[config.mk]
export PLATFORM = sky130hd
export DESIGN_NAME = vx_mat_feeder
export DESIGN_NICKNAME = d
export VERILOG_FILES = /design/src/rtl/vx_mat_feeder.sv
export SDC_FILE = /design/constraint.sdc
export NUM_CORES = 1
export LEC_CHECK = 0
export CORE_UTILIZATION = 52
export CTS_BUF_LIST = sky130_fd_sc_hd__clkbuf_8
export CTS_CLUSTER_DIAMETER = 150
export CTS_CLUSTER_SIZE = 28
export DETAILED_ROUTE_END_ITERATION = 6
export GPL_TIMING_DRIVEN = 0
export PLACE_DENSITY_LB_ADDON = 0.1
export SLEW_MARGIN = 20
export SYNTH_ARGS = -nofsm -noshare
export SYNTH_HDL_FRONTEND = slang
export SYNTH_SLANG_ARGS = --single-unit
[constraint.sdc]
create_clock -name i_clk -period 3.1 [get_ports i_clk]
set_input_delay 0.775 -clock i_clk [delete_from_list [all_inputs] [get_ports i_clk]]
set_output_delay 0.775 -clock i_clk [all_outputs]
set_load 0.005 [all_outputs]
[src/rtl/vx_mat_feeder.sv]
// vx_mat_feeder
// Pops packed entries from the matrix buffer, holds each one, and streams its
// words in index order over a valid/ready port. Each entry can be replayed for
// operand reuse. The next entry is popped on the final transfer of the current
// one, so back-to-back entries stream without a bubble.
module vx_mat_feeder #(
    parameter int WIDTH    = 32,
    parameter int NUM_REGS = 4,
    parameter int REP_W    = 4,
    localparam int IDX_W   = $clog2(NUM_REGS)
) (
    input  logic                      i_clk,
    input  logic                      i_rst,
    input  logic                      i_flush,
    input  logic                      i_buf_empty,
    input  logic [NUM_REGS*WIDTH-1:0] i_buf_data,
    output logic                      o_buf_read,
    input  logic [REP_W-1:0]          i_repeat,
    output logic                      o_valid,
    input  logic                      i_ready,
    output logic [WIDTH-1:0]          o_data,
    output logic [IDX_W-1:0]          o_reg_idx,
    output logic                      o_last,
    output logic                      o_busy
);

    typedef enum logic {
        IDLE   = 1'b0,
        STREAM = 1'b1
    } state_e;

    state_e                    state_q, state_d;
    logic [NUM_REGS*WIDTH-1:0] hold_q, hold_d;
    logic [REP_W-1:0]          rep_total_q, rep_total_d;
    logic [REP_W-1:0]          pass_cnt_q, pass_cnt_d;
    logic [IDX_W-1:0]          reg_idx_q, reg_idx_d;

    logic             xfer;
    logic             wordIsLast;
    logic             passIsFinal;
    logic             popEn;
    logic [WIDTH-1:0] curWord;

    // Handshake and end-of-entry conditions; a pop happens from IDLE or on the final transfer, never under reset/flush or with an empty buffer
    always_comb begin
        xfer        = o_valid & i_ready;
        wordIsLast  = (reg_idx_q == IDX_W'(NUM_REGS - 1));
        passIsFinal = (pass_cnt_q == rep_total_q);
        popEn       = !i_buf_empty && !i_rst && !i_flush &&
                      ((state_q == IDLE) || (xfer && o_last));
    end

    // State register
    always_ff @(posedge i_clk) begin
        if (i_rst) begin
            state_q <= IDLE;
        end else begin
            state_q <= state_d;
        end
    end

    // Next-state logic: flush wins over everything; leave STREAM only when the final word goes out with nothing to pop
    always_comb begin
        state_d = state_q;
        if (i_flush) begin
            state_d = IDLE;
        end else begin
            case (state_q)
                IDLE: begin
                    if (popEn) begin
                        state_d = STREAM;
                    end
                end
                STREAM: begin
                    if (xfer && o_last && !popEn) begin
                        state_d = IDLE;
                    end
                end
                default: state_d = IDLE;
            endcase
        end
    end

    // Select the held word addressed by the current index
    always_comb begin
        curWord = '0;
        for (int k = 0; k < NUM_REGS; k++) begin
            if (reg_idx_q == IDX_W'(k)) begin
                curWord = hold_q[k*WIDTH +: WIDTH];
            end
        end
    end

    // Output logic: data comes from the hold registers only and is forced to zero when idle
    always_comb begin
        o_valid    = (state_q == STREAM);
        o_busy     = (state_q != IDLE);
        o_last     = (state_q == STREAM) && wordIsLast && passIsFinal;
        o_data     = (state_q == STREAM) ? curWord : '0;
        o_reg_idx  = reg_idx_q;
        o_buf_read = popEn;
    end

    // Datapath next-state: load on pop, advance index/pass on each transfer, clear counters on flush
    always_comb begin
        hold_d      = hold_q;
        rep_total_d = rep_total_q;
        pass_cnt_d  = pass_cnt_q;
        reg_idx_d   = reg_idx_q;
        if (i_flush) begin
            reg_idx_d  = '0;
            pass_cnt_d = '0;
        end else if (popEn) begin
            hold_d      = i_buf_data;
            rep_total_d = i_repeat;
            reg_idx_d   = '0;
            pass_cnt_d  = '0;
        end else if (xfer) begin
            if (!wordIsLast) begin
                reg_idx_d = reg_idx_q + IDX_W'(1);
            end else begin
                reg_idx_d = '0;
                if (!passIsFinal) begin
                    pass_cnt_d = pass_cnt_q + REP_W'(1);
                end else begin
                    pass_cnt_d = '0;
                end
            end
        end
    end

    // Datapath registers
    always_ff @(posedge i_clk) begin
        if (i_rst) begin
            hold_q      <= '0;
            rep_total_q <= '0;
            pass_cnt_q  <= '0;
            reg_idx_q   <= '0;
        end else begin
            hold_q      <= hold_d;
            rep_total_q <= rep_total_d;
            pass_cnt_q  <= pass_cnt_d;
            reg_idx_q   <= reg_idx_d;
        end
    end

endmodule
# Word-level counts from Yosys, hierarchy flattened
# Cells that the tools add are included.
# word_totals
inputBits,137
reg_bits,139
output_inout_bits,38
# classes
n_mux,10
addsub,2
n_reduce_logical,17
eq_ne,4
bitwise,3
# op_table
op,n
32-bit two-way mux,5
1-bit logical AND,7
4-bit by 1-bit adder with 4-bit output (second input constant),1
2-bit == test (second input constant),2
4-bit == test,1
1-bit zero test,4
4-bit two-way mux,1
2-bit AND reduction,2
3-bit OR reduction,1
2-bit by 1-bit adder with 2-bit output (second input constant),1
2-bit by 1-bit == test with 1-bit output (second input constant),1
2-bit zero test,1
1-bit two-way mux,2
2-bit two-way mux,1
1-bit inverter,2
1-bit case mux with 2 select lines,1
2-bit OR reduction,1
1-bit AND,1
1-bit logical OR,1

# Depth between registers and ports, before layout
# Gate-level depths: netlist of run 1.
# depth
depth_word,10
ltp_mapped,8
mapped_depth_nobuf,6

# Least setup slack after synthesis of run 1
# No wires, ideal clock.
# synth_path
kind,in2out
from,in i_flush
to,out o_buf_read
path_stages,7
setup_slack_ps,511
arrival_ps,1814
cell_sequence,or2_1 -> buf_2 -> nor3_4 -> a21oi_4 -> buf_6 -> buf_6 -> inv_4
# synth_via
elab_chain_len,3
# synth_lines
element,line_no,rtl
"start, declared",14,"input logic i_flush,"
1-bit zero test,49,popEn = !i_buf_empty && !i_rst && !i_flush &&
1-bit logical AND (2 in series),49,
"end, declared",17,"output logic o_buf_read,"
# Every way passes these cells.

# Final worst setup path of run 1
# layout_path
from,reg reg_idx_q[0] (netlist: o_reg_idx[0])
to,out o_last
# layout_via
elab_chain_len,3
# layout_lines
element,line_no,rtl
"start, declared",36,"logic [IDX_W-1:0] reg_idx_q, reg_idx_d;"
"start signal, assigned",143,reg_idx_q <= reg_idx_d;
2-bit == test,47,wordIsLast = (reg_idx_q == IDX_W'(NUM_REGS - 1));
1-bit logical AND (2 in series),98,o_last = (state_q == STREAM) && wordIsLast && passIsFinal;
"end, declared",23,"output logic o_last,"
# Every way passes these cells.

==> results_dict.tcl, run 1 <==
set metrics [dict create \
    timing_hold_violations_final 0 \
    path_buf_inv 3 \
    area_growth_pct 34.6 \
    final_period_minus_worst_setup_slack_ps 3030 \
    final.period_utilization_pct 97.8 \
    start_point_of_the_worst_hold_path "pass_cnt_q[3]" \
    totalNegativeSetupSlack_ps 0 \
    cts-root-buf "clkbuf_8" \
    dr.pass1.iters 4 \
    worst_r2r_path_depth 8 \
    die_area_sq_um 14300 \
    holdCritPathClass "reg2reg" \
    antenna_violations_before_repair 0 \
    route.antenna.remaining_nets 0 \
    pin_count 175 \
    crit_path_cell_trace "ha_2 > buf_4 > clkbuf_4 > and3_1 > clkdlybuf4s50_1" \
    cts_tree "built" \
    cp_max_fo 10 \
    fmax_mhz 330 \
    pwr-share-clk_pct 34.3 \
    finalNetCount 1036 \
    dieHeight_um 120 \
    clkTransAtPathRegs_ps 70 \
    final_core_util_pct 72.4 \
    run_status "finished clean" \
    slew_viol_final 0 \
    vias 5658 \
    launch_point_of_the_worst_reg_to_reg_path "o_reg_idx[0]" \
    antenna_cells_inserted 0 \
    grt_use_total_pct 27.9 \
    fp.coreArea_sq_um 13300 \
    crit_arrival_ps 2260 \
    overflow 0 \
    post-dp-hpwl_um 13900 \
    timing.critical_path.required_ps 2320 \
    drv.max_cap_violation_count 0 \
    cell_count_after_synthesis 699 \
    drt_first_iter_violations 401 \
    max_slew_margin_pct 56.7 \
    sequentialPowerShare_pct 50.4 \
    grt_max_degree 19 \
    htree_num_levels 4 \
    critical_path.endpoint_type "output pin" \
    timing.critical_path.from "o_reg_idx[0]" \
    postSynthRegisterBits 139 \
    worstHoldEndpoint "pass_cnt_q[3]" \
    routed_via_count_divided_by_cell_count 5.23 \
    finalWeightedCongestion 0.851 \
    min_delay_path_depth 2 \
    critical_path.reg2reg.endpoint "hold_q[37]" \
    first_global_vias 5959 \
    placement.io_buffers 174 \
    layout-drive-gt1-share_pct 24.5 \
    first_pass_grt_wire_length_um 30600 \
    worst_skew_late_latency_ps 450 \
    leakage_nw 4.13 \
    worst_slack_ps 67.6 \
    power.ir.vdd_worst_uv 367 \
    netlist-cell-type-count 35 \
    cp-start-kind "register" \
    clock-skew-final_ps 15.2 \
    cellInternalPower_mw 2.91 \
    power.density_nw_per_um2 394 \
    syn_nets 841 \
    worst-setup-path-type "reg2out" \
    fp.dieW_um 120 \
    finalInstanceArea_sq_um 9670 \
    r2r_slack_ps 880 \
    critical_path.max_stage_delay_ps 500 \
    pwr-share-comb_pct 15.3 \
    dpl_worst_slack_ps -848 \
    wl_per_cell_um 17.8 \
    cpMaxStageDelayCell "clkdlybuf4s50_1" \
    routed_wirelength_um 19200 \
    drt_drc_violations_left 0 \
    worstMarginPinSlew_ps 649 \
    total_design_power_mw 3.81 \
    setup_viol 0 \
    p_switching_uw 902 \
    yosys_synthesis_warning_count 0 \
    ctsLongestPathBuffers 2 \
    ys_seq_area_share_pct 38.7 \
    core.rowCount 42 \
    average_instance_area_after_synthesis_sq_um 10.3 \
    cts_inserted_buffers 17 \
    dpl-instance-area_sq_um 9150 \
    rsz0062_at_grt "true" \
    clock-sinks 139 \
    initial_core_util_pct 53.8 \
    critPathTopFamily "buffers and inverters" \
    swShare_pct 23.7 \
    post_synthesis_cell_area_sq_um 7180 \
]
cell usage after synthesis:
master	n	share of area, %
buf_6	8	1.3
a211o_1	32	3.9
xnor2_1	4	0.49
or3_1	1	0.087
o21ai_0	3	0.21
nor3_2	1	0.14
and4_1	1	0.12
buf_2	10	0.70
buf_4	2	0.21
clkbuf_1	36	1.9
nor2b_1	101	8.8
nand4_1	1	0.087
ha_1	5	0.87
mux2i_1	1	0.14
nor3b_1	1	0.10
a211oi_1	35	3.7
a22oi_1	1	0.10
mux2_2	63	9.9
nand2_1	36	1.9
and2_1	1	0.087
a21boi_0	32	3.3
nor3_4	1	0.23
and3b_1	32	3.9
nor3_1	5	0.35
and3_1	1	0.087
a21oi_1	2	0.14
or2_1	1	0.087
dfxtp_1	139	39
nand3_1	2	0.14
buf_1	2	0.10
nor2_1	33	1.7
inv_4	1	0.087
mux2_4	69	14
a21oi_4	1	0.23
inv_1	35	1.8
per-layer routing:
layer	vias to the layer above	global-route usage, %	part of all wire [%]
li1	2773	-	-
met1	2712	34.7	45
met2	153	47.9	48
met3	20	7.18	6.0
met4	0	6.88	1.2
met5	-	0	0
worst min-delay path: stages (launching register included):
cell and delay [ps]:
dfxtp_1 350, nand2_1 70, a211oi_1 70
logic make-up after synthesis:
group | count (synthesis) | synth area share [%]
AND/OR/NAND/NOR | 218 | 17.8
flip-flops | 139 | 38.7
multiplexers | 133 | 24.4
AO/OA/AOI/OAI | 106 | 11.6
buffers and inverters | 94 | 6.06
adder cells (fa/ha/maj) | 5 | 0.871
XOR/XNOR | 4 | 0.488
placed cells by master, fill, tap and decap left out, types with 7 or more instances in the layout:
| master | count |
|---|---|
| inv_1 | 39 |
| nand2_1 | 36 |
| and3b_1 | 32 |
| buf_4 | 11 |
| clkbuf_8 | 25 |
| mux2_2 | 63 |
| dfxtp_1 | 137 |
| a21boi_0 | 7 |
| nor2b_1 | 101 |
| clkbuf_1 | 22 |
| dlygate4sd2_1 | 25 |
| mux2_4 | 69 |
| a21boi_2 | 8 |
| nor2_1 | 33 |
| a211oi_1 | 31 |
| clkdlybuf4s50_1 | 140 |
| a211o_1 | 32 |
| buf_6 | 10 |
| buf_2 | 7 |
| a21boi_1 | 17 |
how the worst max path moves through the flow:
stage / to / slack, ps / cells past startpoint
3_3_place_gp: o_buf_read / -810 / 9
2_1_floorplan: o_buf_read / 510 / 7
3_5_place_dp: o_buf_read / -850 / 9
5_1_grt: o_last / -50 / 5
6_report: o_last / 70 / 5
4_1_cts: o_data[22] / 30 / 8
cell type report:
| class | count | area, sq um |
|---|---|---|
| inverter | 36 | 138 |
| multi-input combinational | 466 | 4070 |
| fill | 1027 | 3680 |
| clock buffer | 23 | 317 |
| timing repair buffer | 179 | 1730 |
| clock inverter | 7 | 27.5 |
| tap | 176 | 220 |
| sequential | 139 | 2790 |
| buffer | 55 | 370 |
per-stage QoR:
step                hold WS (ps)  cells
floorplan                    473    699
global placement             491   1049
detailed placement           498   1049
CTS                          527   1079
global route                 560   1081
finish                       529   1081
what timing repair did:
item | 4_1_cts | 5_1_grt
gates resized for setup | 105 | 33
hold buffers | 0 | 0
pin swaps | 2 | 3
setup endpoints to repair | 34 | 24
setup buffers | 3 | 2
sequential cells by signal (all words and copies together) (netlist names):
register     count
rep_total_q      4
o_busy           1
o_reg_idx        2
hold_q         128
pass_cnt_q       4
power by group through the flow:
stage / Clock, mW / Combinational, mW / Sequential (mW)
global route: 1.40 / 0.623 / 1.93
floorplan: 0 / 0.311 / 1.95
CTS: 1.31 / 0.580 / 1.92
global placement: 0 / 0.554 / 1.96
finish: 1.31 / 0.584 / 1.92
detailed placement: 0 / 0.570 / 1.96
Note: power is estimated with default switching activity, not from simulation.
==> run 2, diff against run 1 <==
--- a/config.mk
+++ b/config.mk
@@ -11,7 +11,8 @@
 export CTS_CLUSTER_SIZE = 28
 export DETAILED_ROUTE_END_ITERATION = 6
 export GPL_TIMING_DRIVEN = 0
-export PLACE_DENSITY_LB_ADDON = 0.1
+export PLACE_DENSITY = 0.83
+export SETUP_SLACK_MARGIN = 0.5
 export SLEW_MARGIN = 20
 export SYNTH_ARGS = -nofsm -noshare
 export SYNTH_HDL_FRONTEND = slang
==> results_dict.tcl, run 2 (same netlist as run 1, synthesis figures left out) <==
set metrics [dict create \
    run_status "finished clean" \
    fp.dieW_um 120 \
    launch_point_of_the_worst_reg_to_reg_path "o_reg_idx[1]" \
    r2r_slack_ps 1030 \
    fp.coreArea_sq_um 13300 \
    power.ir.vdd_worst_uv 275 \
    die_area_sq_um 14300 \
    finalNetCount 1056 \
    final_cell_mix "137 x dfxtp_1, 136 x clkdlybuf4s50_1, 101 x nor2b_1, 69 x mux2_4, 63 x mux2_2" \
    timing.critical_path.from "o_reg_idx[1]" \
    cp-start-kind "register" \
    overflow 0 \
    post-dp-hpwl_um 14300 \
    drv.max_cap_violation_count 0 \
    grt_use_total_pct 29.8 \
    critPathCapture "o_data[10]" \
    area_growth_pct 39.9 \
    cts_tree "built" \
    routed_via_count_divided_by_cell_count 5.45 \
    worst_skew_late_latency_ps 460 \
    initial_core_util_pct 53.8 \
    routed_wirelength_um 21200 \
    most_frequent_standard_cell_in_the_layout_excluding_fill_and_tap_cells "dfxtp_1" \
    ctsLongestPathBuffers 2 \
    final.period_utilization_pct 94.7 \
    route.antenna.remaining_nets 0 \
    crit_arrival_ps 2160 \
    cp_max_fo 8 \
    first_global_vias 6137 \
    area.sequential_sq_um 2790 \
    layout_top_registers "hold_q x128, pass_cnt_q x4, rep_total_q x4" \
    leakage_nw 4.34 \
    setup_viol 0 \
    final_period_minus_worst_setup_slack_ps 2940 \
    slew_viol_final 0 \
    first_pass_grt_wire_length_um 32400 \
    cts-root-buf "clkbuf_8" \
    worst_r2r_path_depth 8 \
    clkTransAtPathRegs_ps 80 \
    timing.critical_path.required_ps 2320 \
    critical_path.endpoint_type "output pin" \
    clock-sinks 139 \
    fmax_mhz 341 \
    regMostFlops "hold_q" \
    dr.pass1.iters 5 \
    vias 6011 \
    core.rowCount 42 \
    placement.io_buffers 174 \
    finalWeightedCongestion 0.822 \
    holdCritPathClass "reg2reg" \
    power.density_nw_per_um2 392 \
    drt_drc_violations_left 0 \
    clock-skew-final_ps 8.72 \
    wl_per_cell_um 19.2 \
    multi_input_area_sq_um 4180 \
    max_slew_margin_pct 57.3 \
    cts_inserted_buffers 17 \
    worst_slack_ps 164 \
    htree_num_levels 4 \
    antenna_cells_inserted 0 \
    worst-setup-path-type "reg2out" \
    totalNegativeSetupSlack_ps 0 \
    largest_reg_flops 128 \
    rsz0062_at_grt "true" \
    drt_first_iter_violations 371 \
    pin_count 175 \
    timing_hold_violations_final 0 \
    critical_path.reg2reg.endpoint "hold_q[114]" \
    layout-drive-gt1-share_pct 32.8 \
    dpl_worst_slack_ps -864 \
    grt_max_degree 17 \
    worstMarginPinSlew_ps 641 \
    antenna_violations_before_repair 0 \
    final.fill_count 897 \
    dieHeight_um 120 \
]
-- run 2: cell types whose count changed in the layout (fill, tap and decap cells not counted), sizes merged --
cell / change
clkdlybuf4s15: -6
bufinv: +1
inv: -4
buf: +48
clkinv: +5
clkbuf: +4
clkdlybuf4s50: -4
dlygate4sd2: -23
clkinvlp: +1
-- run 2: final cells by class --
class	instances	share of cell area, %
flip-flops and latches	139	27.8
clock buffers	22	3.01
clock inverters	10	0.735
repair buffers	196	17.9
well taps	176	2.19
plain buffers	58	5.26
inverters	36	1.49
multi-input cells	466	41.6
-- run 2: worst min path at each step --
stage / end / startpoint / depth (start not counted)
after global routing: pass_cnt_q[3] / pass_cnt_q[3] / 2
after global placement: pass_cnt_q[3] / pass_cnt_q[3] / 2
after detailed placement: pass_cnt_q[3] / pass_cnt_q[3] / 2
after CTS: pass_cnt_q[2] / pass_cnt_q[2] / 2
after floorplan: pass_cnt_q[3] / pass_cnt_q[3] / 2
final: pass_cnt_q[2] / pass_cnt_q[2] / 2
-- run 2: worst max-delay path, stage by stage, from the launching register on --
cell and delay (ps):
dfxtp_4 370, inv_4 40, ha_4 160, clkbuf_16 160, clkbuf_8 150, and3b_2 260, a211oi_4 40, a211o_1 250
a21boi_2 140, buf_2 130
-- run 2: metal layers --
metal	vias up	GRT usage (%)	wire length, um
li1	2823	-	-
met1	2920	37.9	9210
met2	217	48.8	10100
met3	51	6.13	1260
met4	0	13.3	549
met5	-	0	0
-- run 2: timing repair --
| item | in CTS | in global routing |
|---|---|---|
| hold buffers | 0 | 0 |
| pin swaps | 71 | 5 |
| endpoints found under the setup margin | 44 | 33 |
| gates cloned | 7 | 0 |
| resized for setup | 291 | 21 |
| setup buffers | 15 | 0 |
-- run 2: power by group --
group / leakage [nW] / switching (mW) / total (mW) / internal [mW]
clock network: 0.208 / 0.683 / 1.41 / 0.725
logic: 2.99 / 0.224 / 0.610 / 0.386
registers: 1.14 / 0.0455 / 1.92 / 1.88
total: 4.34 / 0.952 / 3.94 / 2.99
-- run 2: stage by stage --
step / total power [mW] / instance area (sq um) / cells / utilization, % / hold slack, ps
after floorplan: 2.26 / 7180 / 699 / - / 473
after global placement: 2.51 / 9150 / 1049 / 68.5 / 491
after detailed placement: 2.53 / 9150 / 1049 / 68.5 / 520
after CTS: 3.94 / 9970 / 1103 / 74.7 / 534
after global routing: 4.08 / 10000 / 1103 / 75.3 / 557
final: 3.94 / 10000 / 1103 / 75.3 / 532
==> run 3, diff against run 2 <==
--- a/config.mk
+++ b/config.mk
@@ -12,7 +12,7 @@
 export DETAILED_ROUTE_END_ITERATION = 6
 export GPL_TIMING_DRIVEN = 0
 export PLACE_DENSITY = 0.83
-export SETUP_SLACK_MARGIN = 0.5
+export SETUP_SLACK_MARGIN = 0.05
 export SLEW_MARGIN = 20
 export SYNTH_ARGS = -nofsm -noshare
 export SYNTH_HDL_FRONTEND = slang
==> results_dict.tcl, run 3 (same netlist as run 1, synthesis figures left out) <==
set metrics [dict create \
    regMostFlops "hold_q" \
    final_period_minus_worst_setup_slack_ps 3000 \
    ctsLongestPathBuffers 2 \
    totalNegativeSetupSlack_ps 0 \
    max_slew_margin_pct 61.1 \
    placement.io_buffers 174 \
    route.antenna.remaining_nets 0 \
    final.period_utilization_pct 96.9 \
    dieHeight_um 120 \
    worstMarginPinSlew_ps 584 \
    clock-skew-final_ps 10.9 \
    cts_inserted_buffers 17 \
    fin_worst_hold_slack_ps 531 \
    cts_tree "built" \
    fmax_mhz 333 \
    cts-root-buf "clkbuf_8" \
    final_core_util_pct 72.8 \
    crit_arrival_ps 2230 \
    cpMaxStageDelayCell "clkdlybuf4s50_1" \
    grt_use_total_pct 28.4 \
    min_delay_path_depth 2 \
    overflow 0 \
    crit_path_cell_trace "ha_2 > clkbuf_8 > clkbuf_4 > and3_1 > clkdlybuf4s50_1" \
    leakage_nw 4.12 \
    vias 5778 \
    holdCritPathClass "reg2reg" \
    clock-sinks 139 \
    power.ir.vdd_worst_uv 278 \
    die_area_sq_um 14300 \
    routed_via_count_divided_by_cell_count 5.33 \
    post-place-cells 1049 \
    area_growth_pct 35.2 \
    power.density_nw_per_um2 403 \
    cp_max_fo 10 \
    stdcell_count 1085 \
    first_pass_grt_wire_length_um 31000 \
    slew_viol_final 0 \
    finalWeightedCongestion 0.822 \
    htree_num_levels 4 \
    fp.dieW_um 120 \
    grt_max_degree 19 \
    worst-setup-path-type "reg2out" \
    timing_hold_violations_final 0 \
    largest_reg_flops 128 \
    most_frequent_standard_cell_in_the_layout_excluding_fill_and_tap_cells "clkdlybuf4s50_1" \
    drt_drc_violations_left 0 \
    wl_per_cell_um 18.2 \
    clkTransAtPathRegs_ps 70 \
    finalNetCount 1038 \
    antenna_cells_inserted 0 \
    dr.pass1.iters 4 \
    worst_r2r_path_depth 7 \
    worst_skew_late_latency_ps 460 \
    setup_viol 0 \
    rsz0062_at_grt "true" \
    antenna_violations_before_repair 0 \
    layout_top_registers "hold_q x128, pass_cnt_q x4, rep_total_q x4" \
    fp.coreArea_sq_um 13300 \
    cts_hold_buf 0 \
    pin_count 175 \
    drt_first_iter_violations 308 \
    critical_path.max_stage_delay_ps 500 \
    initial_core_util_pct 53.8 \
    drv.max_cap_violation_count 0 \
    post-dp-hpwl_um 14300 \
    critical_path.endpoint_type "output pin" \
    cp-start-kind "register" \
    total_design_power_mw 3.92 \
    timing.critical_path.required_ps 2320 \
    layout-drive-gt1-share_pct 26.8 \
    first_global_vias 6024 \
    run_status "finished clean" \
    final_cell_mix "140 x clkdlybuf4s50_1, 137 x dfxtp_1, 101 x nor2b_1, 69 x mux2_4, 63 x mux2_2" \
    routed_wirelength_um 19700 \
    core.rowCount 42 \
]
-- run 3: cell count changes in the layout (fill, tap and decap cells not counted), sizes merged --
cell,previous run,this run
clkdlybuf4s50,136,140
clkinv,6,5
inv,38,39
clkdlybuf4s15,0,8
dlygate4sd2,2,10
buf,77,40
clkbuf,61,60
-- run 3: what timing repair did --
item,4_1_cts,5_1_grt
endpoints found under the setup margin,34,30
pin swaps,11,9
setup buffers,7,0
resized for setup,147,46
-- run 3: worst max-delay path, delay by kind of cell, from the launching register on --
family | cells | cell delay [ps]
buf+inv | 3 | 920
flops | 1 | 410
fa+ha+maj | 1 | 270
simple gates | 1 | 170
-- run 3: where the power goes --
part           internal (mW)  switching (mW)  leakage (nW)  total, mW
sequential              1.88          0.0423          1.14       1.92
combinational          0.376           0.212          2.77      0.588
clock                  0.724           0.683         0.208       1.41
total                   2.98           0.937          4.12       3.92
-- run 3: final timing paths --
| kind | slack [ps] | startpoint | to |
|---|---|---|---|
| worst max-delay path | 100 | o_reg_idx[0] | o_last |
| worst max register to register | 940 | pass_cnt_q[3] | hold_q[45] |
| worst min register to register | 530 | pass_cnt_q[2] | pass_cnt_q[2] |
| worst min-delay path | 530 | pass_cnt_q[2] | pass_cnt_q[2] |
-- run 3: metrics by stage --
step / setup slack, ps / instance area [sq um]
final: 96.8 / 9710
after CTS: 3.34 / 9720
after global routing: 8.37 / 9710
after global placement: -842 / 9150
after floorplan: 511 / 7180
after detailed placement: -864 / 9150
-- run 3: per-layer routing --
layer,vias up,GRT usage [%],share of wire [%]
met4,0,11.5,2.0
met1,2798,35.6,44
li1,2788,-,-
met3,31,6.42,5.5
met2,161,47.2,49
met5,-,0,0
-- run 3: layout make-up --
type | count | area [sq um]
fill | 953 | 3640
sequential | 139 | 2790
tap | 176 | 220
timing repair buffer | 181 | 1700
clock buffer | 22 | 303
clock inverter | 10 | 73.8
buffer | 55 | 412
inverter | 36 | 143
multi-input combinational | 466 | 4070
